$ cat src/rtl/vend_pkg.sv
// Shared types and default sizing for the vending
// transaction controller.
package vend_pkg;

  localparam int ID_W_DEF     = 10;
  localparam int CUR_W_DEF    = 8;
  localparam int CREDIT_W_DEF = 16;
  localparam int TMO_CYC_DEF  = 1000;

  typedef enum logic [2:0] {
    S_IDLE,
    S_CFG_RD,
    S_WAIT_MONEY,
    S_DISPENSE,
    S_CHANGE
  } state_t;

endpackage

$ cat src/rtl/vend_credit_acc.sv
// Credit register: saturation-checked add, subtract of
// cost on dispense, and clear on refund.
module vend_credit_acc
  import vend_pkg::*;
#(
  parameter int CUR_W    = CUR_W_DEF,
  parameter int CREDIT_W = CREDIT_W_DEF
) (
  input  logic                clk,
  input  logic                rstn,
  input  logic                add_en,
  input  logic [CUR_W-1:0]    add_val,
  input  logic                sub_en,
  input  logic [CREDIT_W-1:0] sub_val,
  input  logic                clr,
  output logic [CREDIT_W-1:0] credit,
  output logic                ovf
);

  logic [CREDIT_W:0] sum;

  // One extra bit exposes a sum that no longer fits.
  assign sum = {1'b0, credit}
             + {{(CREDIT_W+1-CUR_W){1'b0}}, add_val};
  assign ovf = sum[CREDIT_W];

  always_ff @(posedge clk or negedge rstn) begin
    if (!rstn) begin
      credit <= '0;
    end else if (clr) begin
      credit <= '0;
    end else if (sub_en) begin
      credit <= credit - sub_val;
    end else if (add_en && !ovf) begin
      credit <= sum[CREDIT_W-1:0];
    end
  end

endmodule

$ cat src/rtl/vend_txn_ctrl.sv
// Vending transaction controller: select, lookup, collect,
// dispense and refund around a saturating credit register.
module vend_txn_ctrl
  import vend_pkg::*;
#(
  parameter int ID_W        = ID_W_DEF,
  parameter int CUR_W       = CUR_W_DEF,
  parameter int CREDIT_W    = CREDIT_W_DEF,
  parameter int TIMEOUT_CYC = TMO_CYC_DEF
) (
  input  logic                clk,
  input  logic                rstn,
  input  logic                cfg_mode,
  input  logic                coin_valid,
  input  logic [CUR_W-1:0]    coin_value,
  output logic                coin_reject,
  input  logic                sel_valid,
  input  logic [ID_W-1:0]     sel_id,
  input  logic                cancel,
  output logic                cfg_rd_req,
  output logic [ID_W-1:0]     cfg_item_id,
  input  logic                cfg_rd_ack,
  input  logic [CREDIT_W-1:0] cfg_item_cost,
  input  logic [CUR_W-1:0]    cfg_item_avail,
  output logic                cfg_upd_req,
  output logic                disp_valid,
  output logic [ID_W-1:0]     disp_id,
  input  logic                disp_ready,
  output logic                chg_valid,
  output logic [CREDIT_W-1:0] chg_amount,
  input  logic                chg_ready,
  output logic                sold_out,
  output logic                busy
);

  localparam int TW = $clog2(TIMEOUT_CYC);

  state_t              state, state_n;
  logic [ID_W-1:0]     id_q;
  logic [CREDIT_W-1:0] cost_q;
  logic [TW-1:0]       tmo_q;
  logic [CREDIT_W-1:0] credit;
  logic [CREDIT_W-1:0] rem;
  logic                ovf;
  logic                coin_ok;
  logic                coin_acc;
  logic                disp_hs;
  logic                chg_hs;
  logic                credit_nz;
  logic                tmo_hit;

  assign coin_ok = coin_valid && !cfg_mode
                && (state == S_IDLE
                 || state == S_CFG_RD
                 || state == S_WAIT_MONEY);
  assign coin_acc  = coin_ok && !ovf;
  assign disp_hs   = (state == S_DISPENSE) && disp_ready;
  assign chg_hs    = (state == S_CHANGE) && chg_ready;
  assign credit_nz = (credit != '0);
  assign rem       = credit - cost_q;
  // A coin landing on the last idle cycle restarts the wait.
  assign tmo_hit   = (tmo_q == TW'(TIMEOUT_CYC - 1))
                  && !coin_acc;

  vend_credit_acc #(
    .CUR_W    (CUR_W),
    .CREDIT_W (CREDIT_W)
  ) u_acc (
    .clk     (clk),
    .rstn    (rstn),
    .add_en  (coin_acc),
    .add_val (coin_value),
    .sub_en  (disp_hs),
    .sub_val (cost_q),
    .clr     (chg_hs),
    .credit  (credit),
    .ovf     (ovf)
  );

  always_comb begin
    state_n = state;
    unique case (state)
      S_IDLE: begin
        if (!cfg_mode) begin
          if (sel_valid)
            state_n = S_CFG_RD;
          else if (cancel && credit_nz)
            state_n = S_CHANGE;
        end
      end
      S_CFG_RD: begin
        if (cfg_rd_ack)
          state_n = (cfg_item_avail == '0)
                  ? S_IDLE : S_WAIT_MONEY;
      end
      S_WAIT_MONEY: begin
        if (cancel)
          state_n = credit_nz ? S_CHANGE : S_IDLE;
        else if (credit >= cost_q)
          state_n = S_DISPENSE;
        else if (tmo_hit)
          state_n = credit_nz ? S_CHANGE : S_IDLE;
      end
      S_DISPENSE: begin
        if (disp_ready)
          state_n = (rem != '0) ? S_CHANGE : S_IDLE;
      end
      S_CHANGE: begin
        if (chg_ready)
          state_n = S_IDLE;
      end
      default: state_n = S_IDLE;
    endcase
  end

  always_ff @(posedge clk or negedge rstn) begin
    if (!rstn) begin
      state       <= S_IDLE;
      id_q        <= '0;
      cost_q      <= '0;
      tmo_q       <= '0;
      coin_reject <= 1'b0;
      sold_out    <= 1'b0;
      cfg_upd_req <= 1'b0;
    end else begin
      state       <= state_n;
      coin_reject <= coin_valid && !coin_acc;
      sold_out    <= (state == S_CFG_RD) && cfg_rd_ack
                  && (cfg_item_avail == '0);
      cfg_upd_req <= disp_hs;
      if (state == S_IDLE && !cfg_mode && sel_valid)
        id_q <= sel_id;
      if (state == S_CFG_RD && cfg_rd_ack)
        cost_q <= cfg_item_cost;
      if (state != S_WAIT_MONEY || coin_acc)
        tmo_q <= '0;
      else
        tmo_q <= tmo_q + 1'b1;
    end
  end

  assign busy        = (state != S_IDLE);
  assign cfg_rd_req  = (state == S_CFG_RD);
  assign cfg_item_id = id_q;
  assign disp_valid  = (state == S_DISPENSE);
  assign disp_id     = disp_valid ? id_q : '0;
  assign chg_valid   = (state == S_CHANGE);
  assign chg_amount  = chg_valid ? credit : '0;

endmodule

$ cat config.mk
export PLATFORM = sky130hd
export DESIGN_NAME = vend_txn_ctrl
export DESIGN_NICKNAME = d
export VERILOG_FILES = /design/src/rtl/vend_pkg.sv /design/src/rtl/vend_credit_acc.sv /design/src/rtl/vend_txn_ctrl.sv
export SDC_FILE = /design/constraint.sdc
export NUM_CORES = 1
export LEC_CHECK = 0
export BUFFER_PORTS_ARGS = -buffer_cell sky130_fd_sc_hd__buf_2
export CAP_MARGIN = 20
export CORE_ASPECT_RATIO = 0.8
export CORE_MARGIN = 5
export CORE_UTILIZATION = 57
export CTS_BUF_LIST = sky130_fd_sc_hd__clkbuf_16
export CTS_CLUSTER_SIZE = 14
export DETAILED_ROUTE_END_ITERATION = 10
export HOLD_SLACK_MARGIN = 0.08
export PLACE_DENSITY = 0.88
export SLEW_MARGIN = 15
export SYNTH_ARGS = -nofsm -noshare
export SYNTH_HDL_FRONTEND = slang
export SYNTH_HIERARCHICAL = 1
export SYNTH_SLANG_ARGS = --single-unit
export TNS_END_PERCENT = 1
$ cat constraint.sdc
create_clock -name clk -period 4.38 [get_ports clk]
set_input_delay 0.657 -clock clk [delete_from_list [all_inputs] [get_ports clk]]
set_output_delay 0.657 -clock clk [all_outputs]
set_load 0.01 [all_outputs]
Yosys cells after proc, flatten, opt, wreduce, memory -nomap -nowiden
Index checks and enable logic that the tools add are counted.

word-level totals
  register bits = 58
  bits of input ports = 51
  memory bits (read-only) = 0
  logic and storage cells = 69
  RAM bits = 0
  memories = 0
  latch bits = 0

operators by class
  bitwise operators = 0
  add/sub/neg operators = 3
  eq/ne operators = 12
  order comparisons = 1
  divide/modulo/power cells = 0
  multipliers = 0
  shift-type cells = 0
  reduce and logical (&&, ||, !) cells = 26
  multiplexer cells = 19

operator list
  kind                                                                      number
  16-bit two-way mux                                                        4
  3-bit two-way mux                                                         11
  16-bit nonzero test                                                       2
  10-bit two-way mux                                                        2
  16-bit by 8-bit adder with 17-bit output                                  1
  16-bit greater-or-equal comparator                                        1
  16-bit subtractor                                                         1
  3-bit case mux with 5 select lines                                        1
  1-bit logical AND                                                         13
  10-bit by 1-bit adder with 10-bit output (second input constant)          1
  10-bit equality test (second input constant)                              1
  8-bit logical NOT                                                         1
  3-bit by 2-bit equality test with 1-bit output (second input constant)    2
  2-bit by 1-bit inequality test with 1-bit output (second input constant)  3
  3-bit by 2-bit inequality test with 1-bit output (second input constant)  2
  6-bit AND reduction                                                       1
  3-bit nonzero test                                                        2
  4-bit by 3-bit inequality test with 1-bit output (second input constant)  1
  3-bit by 1-bit equality test with 1-bit output (second input constant)    1
  3-bit equality test (second input constant)                               1
  1-bit logical NOT                                                         3
  3-bit logical NOT                                                         1
  1-bit logical OR                                                          3
  2-bit two-way mux                                                         1
  2-bit inequality test (second input constant)                             1

Depth between registers and ports, before layout
  depth after elaboration = 11
  gate-level depth with buffers = 13
  depth with buffers taken out = 13

Modules after synthesis
The synthesis kept the hierarchy.

modules (own cells, without submodules)
  module           cells an instance  instances  sequential area each (µm²)  area an instance (µm²)
  vend_txn_ctrl    328                1          1051.0                      2832.7
  vend_credit_acc  263                1          400.4                       2120.8

Worst setup path before layout
No wires, ideal clock.

  path type = input-to-reg
  from = in coin_value[5]
  to = reg id_q[0] (netlist: cfg_item_id[0])
  library setup time = 125 ps
  buffers on the path = 0
  slack = 800 ps
  arrival = 3455 ps
  cell stages on the path = 11
  path through = ha_1 -> o211a_1 -> a211oi_1 -> a2111oi_0 -> or3b_2 -> a211oi_1 -> nor4_1 -> nor3_1 -> a211oi_2 -> nand3_4 -> mux2_2

RTL lines
  item                  RTL line              source
  from (decl)           vend_txn_ctrl.sv:15   input logic [CUR_W-1:0] coin_value,
  to (signal assigned)  vend_txn_ctrl.sv:132  id_q <= sel_id;
  to (decl)             vend_txn_ctrl.sv:39   logic [ID_W-1:0] id_q;

==> impl_metrics.yaml <==
logic_synthesis:
  synth_warnings: 6
  postSynthAreaPerCell_um2: 8.38
  synth_most_common_cell: "dfrtp_1"
  yosys.area.top_type: "dfrtp_1"
  synth.area.top_cells: "dfrtp_1 (29%), ha_1 (10%), nand2_1 (4.2%), and2_1 (3.9%), a21oi_1 (3.6%)"
  synth-edff-count: 0
  synth_nets: 685
  synthFlopType: "dfrtp_1"
  syn-cell-area_mm2: 0.00495
  async_flop_share: 1.00
  ys_seq_area_frac: 0.293
  yosysTopAreaCellShare: 0.293
  yosysUniqueCellTypes: 69
  synth_seq_cells: 58
  synth_common_cells: "dfrtp_1 (58), nand2_1 (55), inv_1 (46), ha_1 (41), a21oi_1 (36)"
  syn_inst: 591
power:
  cellPowerDensity_mw_per_mm2: 782
  leakage_uw: 0.00286
  peakVddDrop_uv: 354
  total_power_uw: 4620
floorplan:
  die_w_um: 114
  fp.dieH_um: 93.4
  rows: 30
  die_area_mm2: 0.0107
  ios: 94
  start_util: 0.584
  coreArea_mm2: 0.00848
drt:
  drc_errors: 0
  firstDrtPassIters: 6
  ant_nets: 0
  vias_per_cell: 6.31
  num_vias: 5067
  wl_per_cell_um: 18.8
  wl_um: 15100
  drt_iter0_markers: 519
clock_network:
  cts.clk_slew.worst_paths_ns: 0.05
  cts_max_level: 3
  post_cts_resized: 0
  cts_sinks: 58
  cts_buffers: 9
  root_buffer: "clkbuf_16"
  tritoncts: "yes"
  clkLatencyLatePin_ns: 0.33
  cts_setup_buffers: 0
  cts_hold_buf: 0
  cts_buffer_depth: 2
placement:
  pre_cts_ws_ns: 0.386
  place.gp.congestion: 0.975
  dpl.hpwl_um: 11200
  post_dp_cell_area_mm2: 0.00554
  io_buffer_count: 93
critical_path:
  rr_worst_depth: 11
  critPathRequiredTime_ns: 4.59
  crit_type: "register to register"
  r2r_setup_slack_ns: 0.58
  rr_endpoint: "cfg_item_id[1]$_DFFE_PN0P_"
  r2r-start: "u_acc/credit[5]$_DFFE_PN0P_"
  cp-start-kind: "register"
  endpoint_kind: "register"
  critical_path.max_fanout: 10
  arrival_ns: 4.01
sta:
  rsz0062_at_grt: "false"
  hold_ws_ns: 0.451
  fin_tns_setup_ns: 0
  slew_headroom: 0.382
  post-route-period-util: 0.867
  fin_skew_ns: 0.00574
  hold_violations: 0
  period_minus_slack_ns: 3.80
  drv_slew: 0
  fmax_mhz: 263
  fin_ws_ns: 0.581
  final-setup-viol-count: 0
  tightest_slew_ns: 0.928
run_status:
  status: "finished clean"
global_route:
  antenna_found_initial: 0
  grt_util_all_layers: 0.280
  grt_max_degree: 39
  grt_pass1_vias: 4793
  grt_pass1_wl_um: 24100
  overflow: 0
layout:
  fill_cells: 667
  drive_above_1_share: 0.217
  diodes: 0
  area_growth_pct: 19.1
  fin_nets: 780
  stdcell_area_mm2: 0.00590
flow_run:
  max_cap_violations: 0
min_path:
  hold_class: "primary input to asynchronous set/reset pin"
==> per-layer routing <==
metal  share of wire  up-vias  track usage  routed length [µm]
met1            0.42     2402        0.385                6330
met2            0.46      280        0.450                6990
met4           0.020        0       0.0702                 302
li1                -     2346            -                   -
met5               0        -            0                   0
met3           0.099       39       0.0608                1490
==> worst max-delay path, stage by stage (launching register included) <==
cell and delay [ns]:
dfrtp_1 0.47, ha_1 0.40, o211a_1 0.24, a211oi_1 0.47, a2111oi_0 0.18, or3b_2 0.50, a211oi_1 0.30, nor4_1 0.12
nor3_1 0.27, a211oi_2 0.16, nand3_4 0.20, mux2_2 0.36
==> report_power, final <==
part	switching (µW)	internal (µW)	leakage [µW]	total, µW
clock network	264	555	0.000167	819
logic	1660	1170	0.00195	2830
registers	238	728	0.000742	967
total	2170	2450	0.00286	4620
==> logic make-up (layout without fill, tap and decap cells) <==
group	Yosys count	after routing	synth area share
compound gates	156	156	0.216
xor+xnor	24	24	0.0424
fa+ha+maj	43	43	0.112
buf+inv	63	163	0.0503
flops	58	58	0.293
mux	17	17	0.0376
simple gates	230	230	0.249
==> sequential cells by signal, indices dropped and copies added (netlist names) <==
| register | count |
|---|---|
| cfg_item_id | 10 |
| cfg_upd_req | 1 |
| cost_q | 16 |
| u_acc/credit | 16 |
| sold_out | 1 |
| state | 3 |
| coin_reject | 1 |
| tmo_q | 10 |
==> how the worst max path moves through the flow <==
stage,slack (ns),endpoint,cells after the start,from
2_1_floorplan,0.80,cfg_item_id[0]$_DFFE_PN0P_,11,coin_value[5]
3_3_place_gp,0.45,cfg_item_id[2]$_DFFE_PN0P_,14,coin_value[0]
3_5_place_dp,0.39,cfg_item_id[2]$_DFFE_PN0P_,14,coin_value[0]
4_1_cts,0.65,cfg_item_id[9]$_DFFE_PN0P_,13,u_acc/credit[0]$_DFFE_PN0P_
5_1_grt,0.39,cfg_item_id[8]$_DFFE_PN0P_,13,u_acc/credit[0]$_DFFE_PN0P_
6_report,0.58,cfg_item_id[1]$_DFFE_PN0P_,11,u_acc/credit[5]$_DFFE_PN0P_
==> through the flow <==
stage,cells,util
global route,803,0.695
global placement,786,0.653
floorplan,591,-
finish,803,0.695
CTS,802,0.694
detailed placement,786,0.653
==> final cells by class <==
cell class | instances | area [µm²] | share of cell area
multi-input combinational | 470 | 3260 | 0.552
sequential | 58 | 1450 | 0.246
timing repair buffer | 101 | 533 | 0.0903
clock buffer | 9 | 225 | 0.0382
inverter | 46 | 173 | 0.0293
tap | 112 | 140 | 0.0238
clock inverter | 7 | 119 | 0.0201
==> placed cells by master (no fill, tap or decap), drive strengths merged, types with 5 or more instances in the layout <==
cell and count:
a211oi 11, a21o 14, a21oi 37, a31oi 8, and2 32, and3 8, buf 101, clkbuf 9
dfrtp 58, ha 41, inv 47, mux2 13, nand2 56, nand2b 10, nand3 21, nand4 9
nor2 35, nor2b 8, nor3 15, nor4 8, o211ai 6, o21a 6, o21ai 32, o31ai 5
xnor2 11, xor2 13
(Power assumes the default switching activity.)
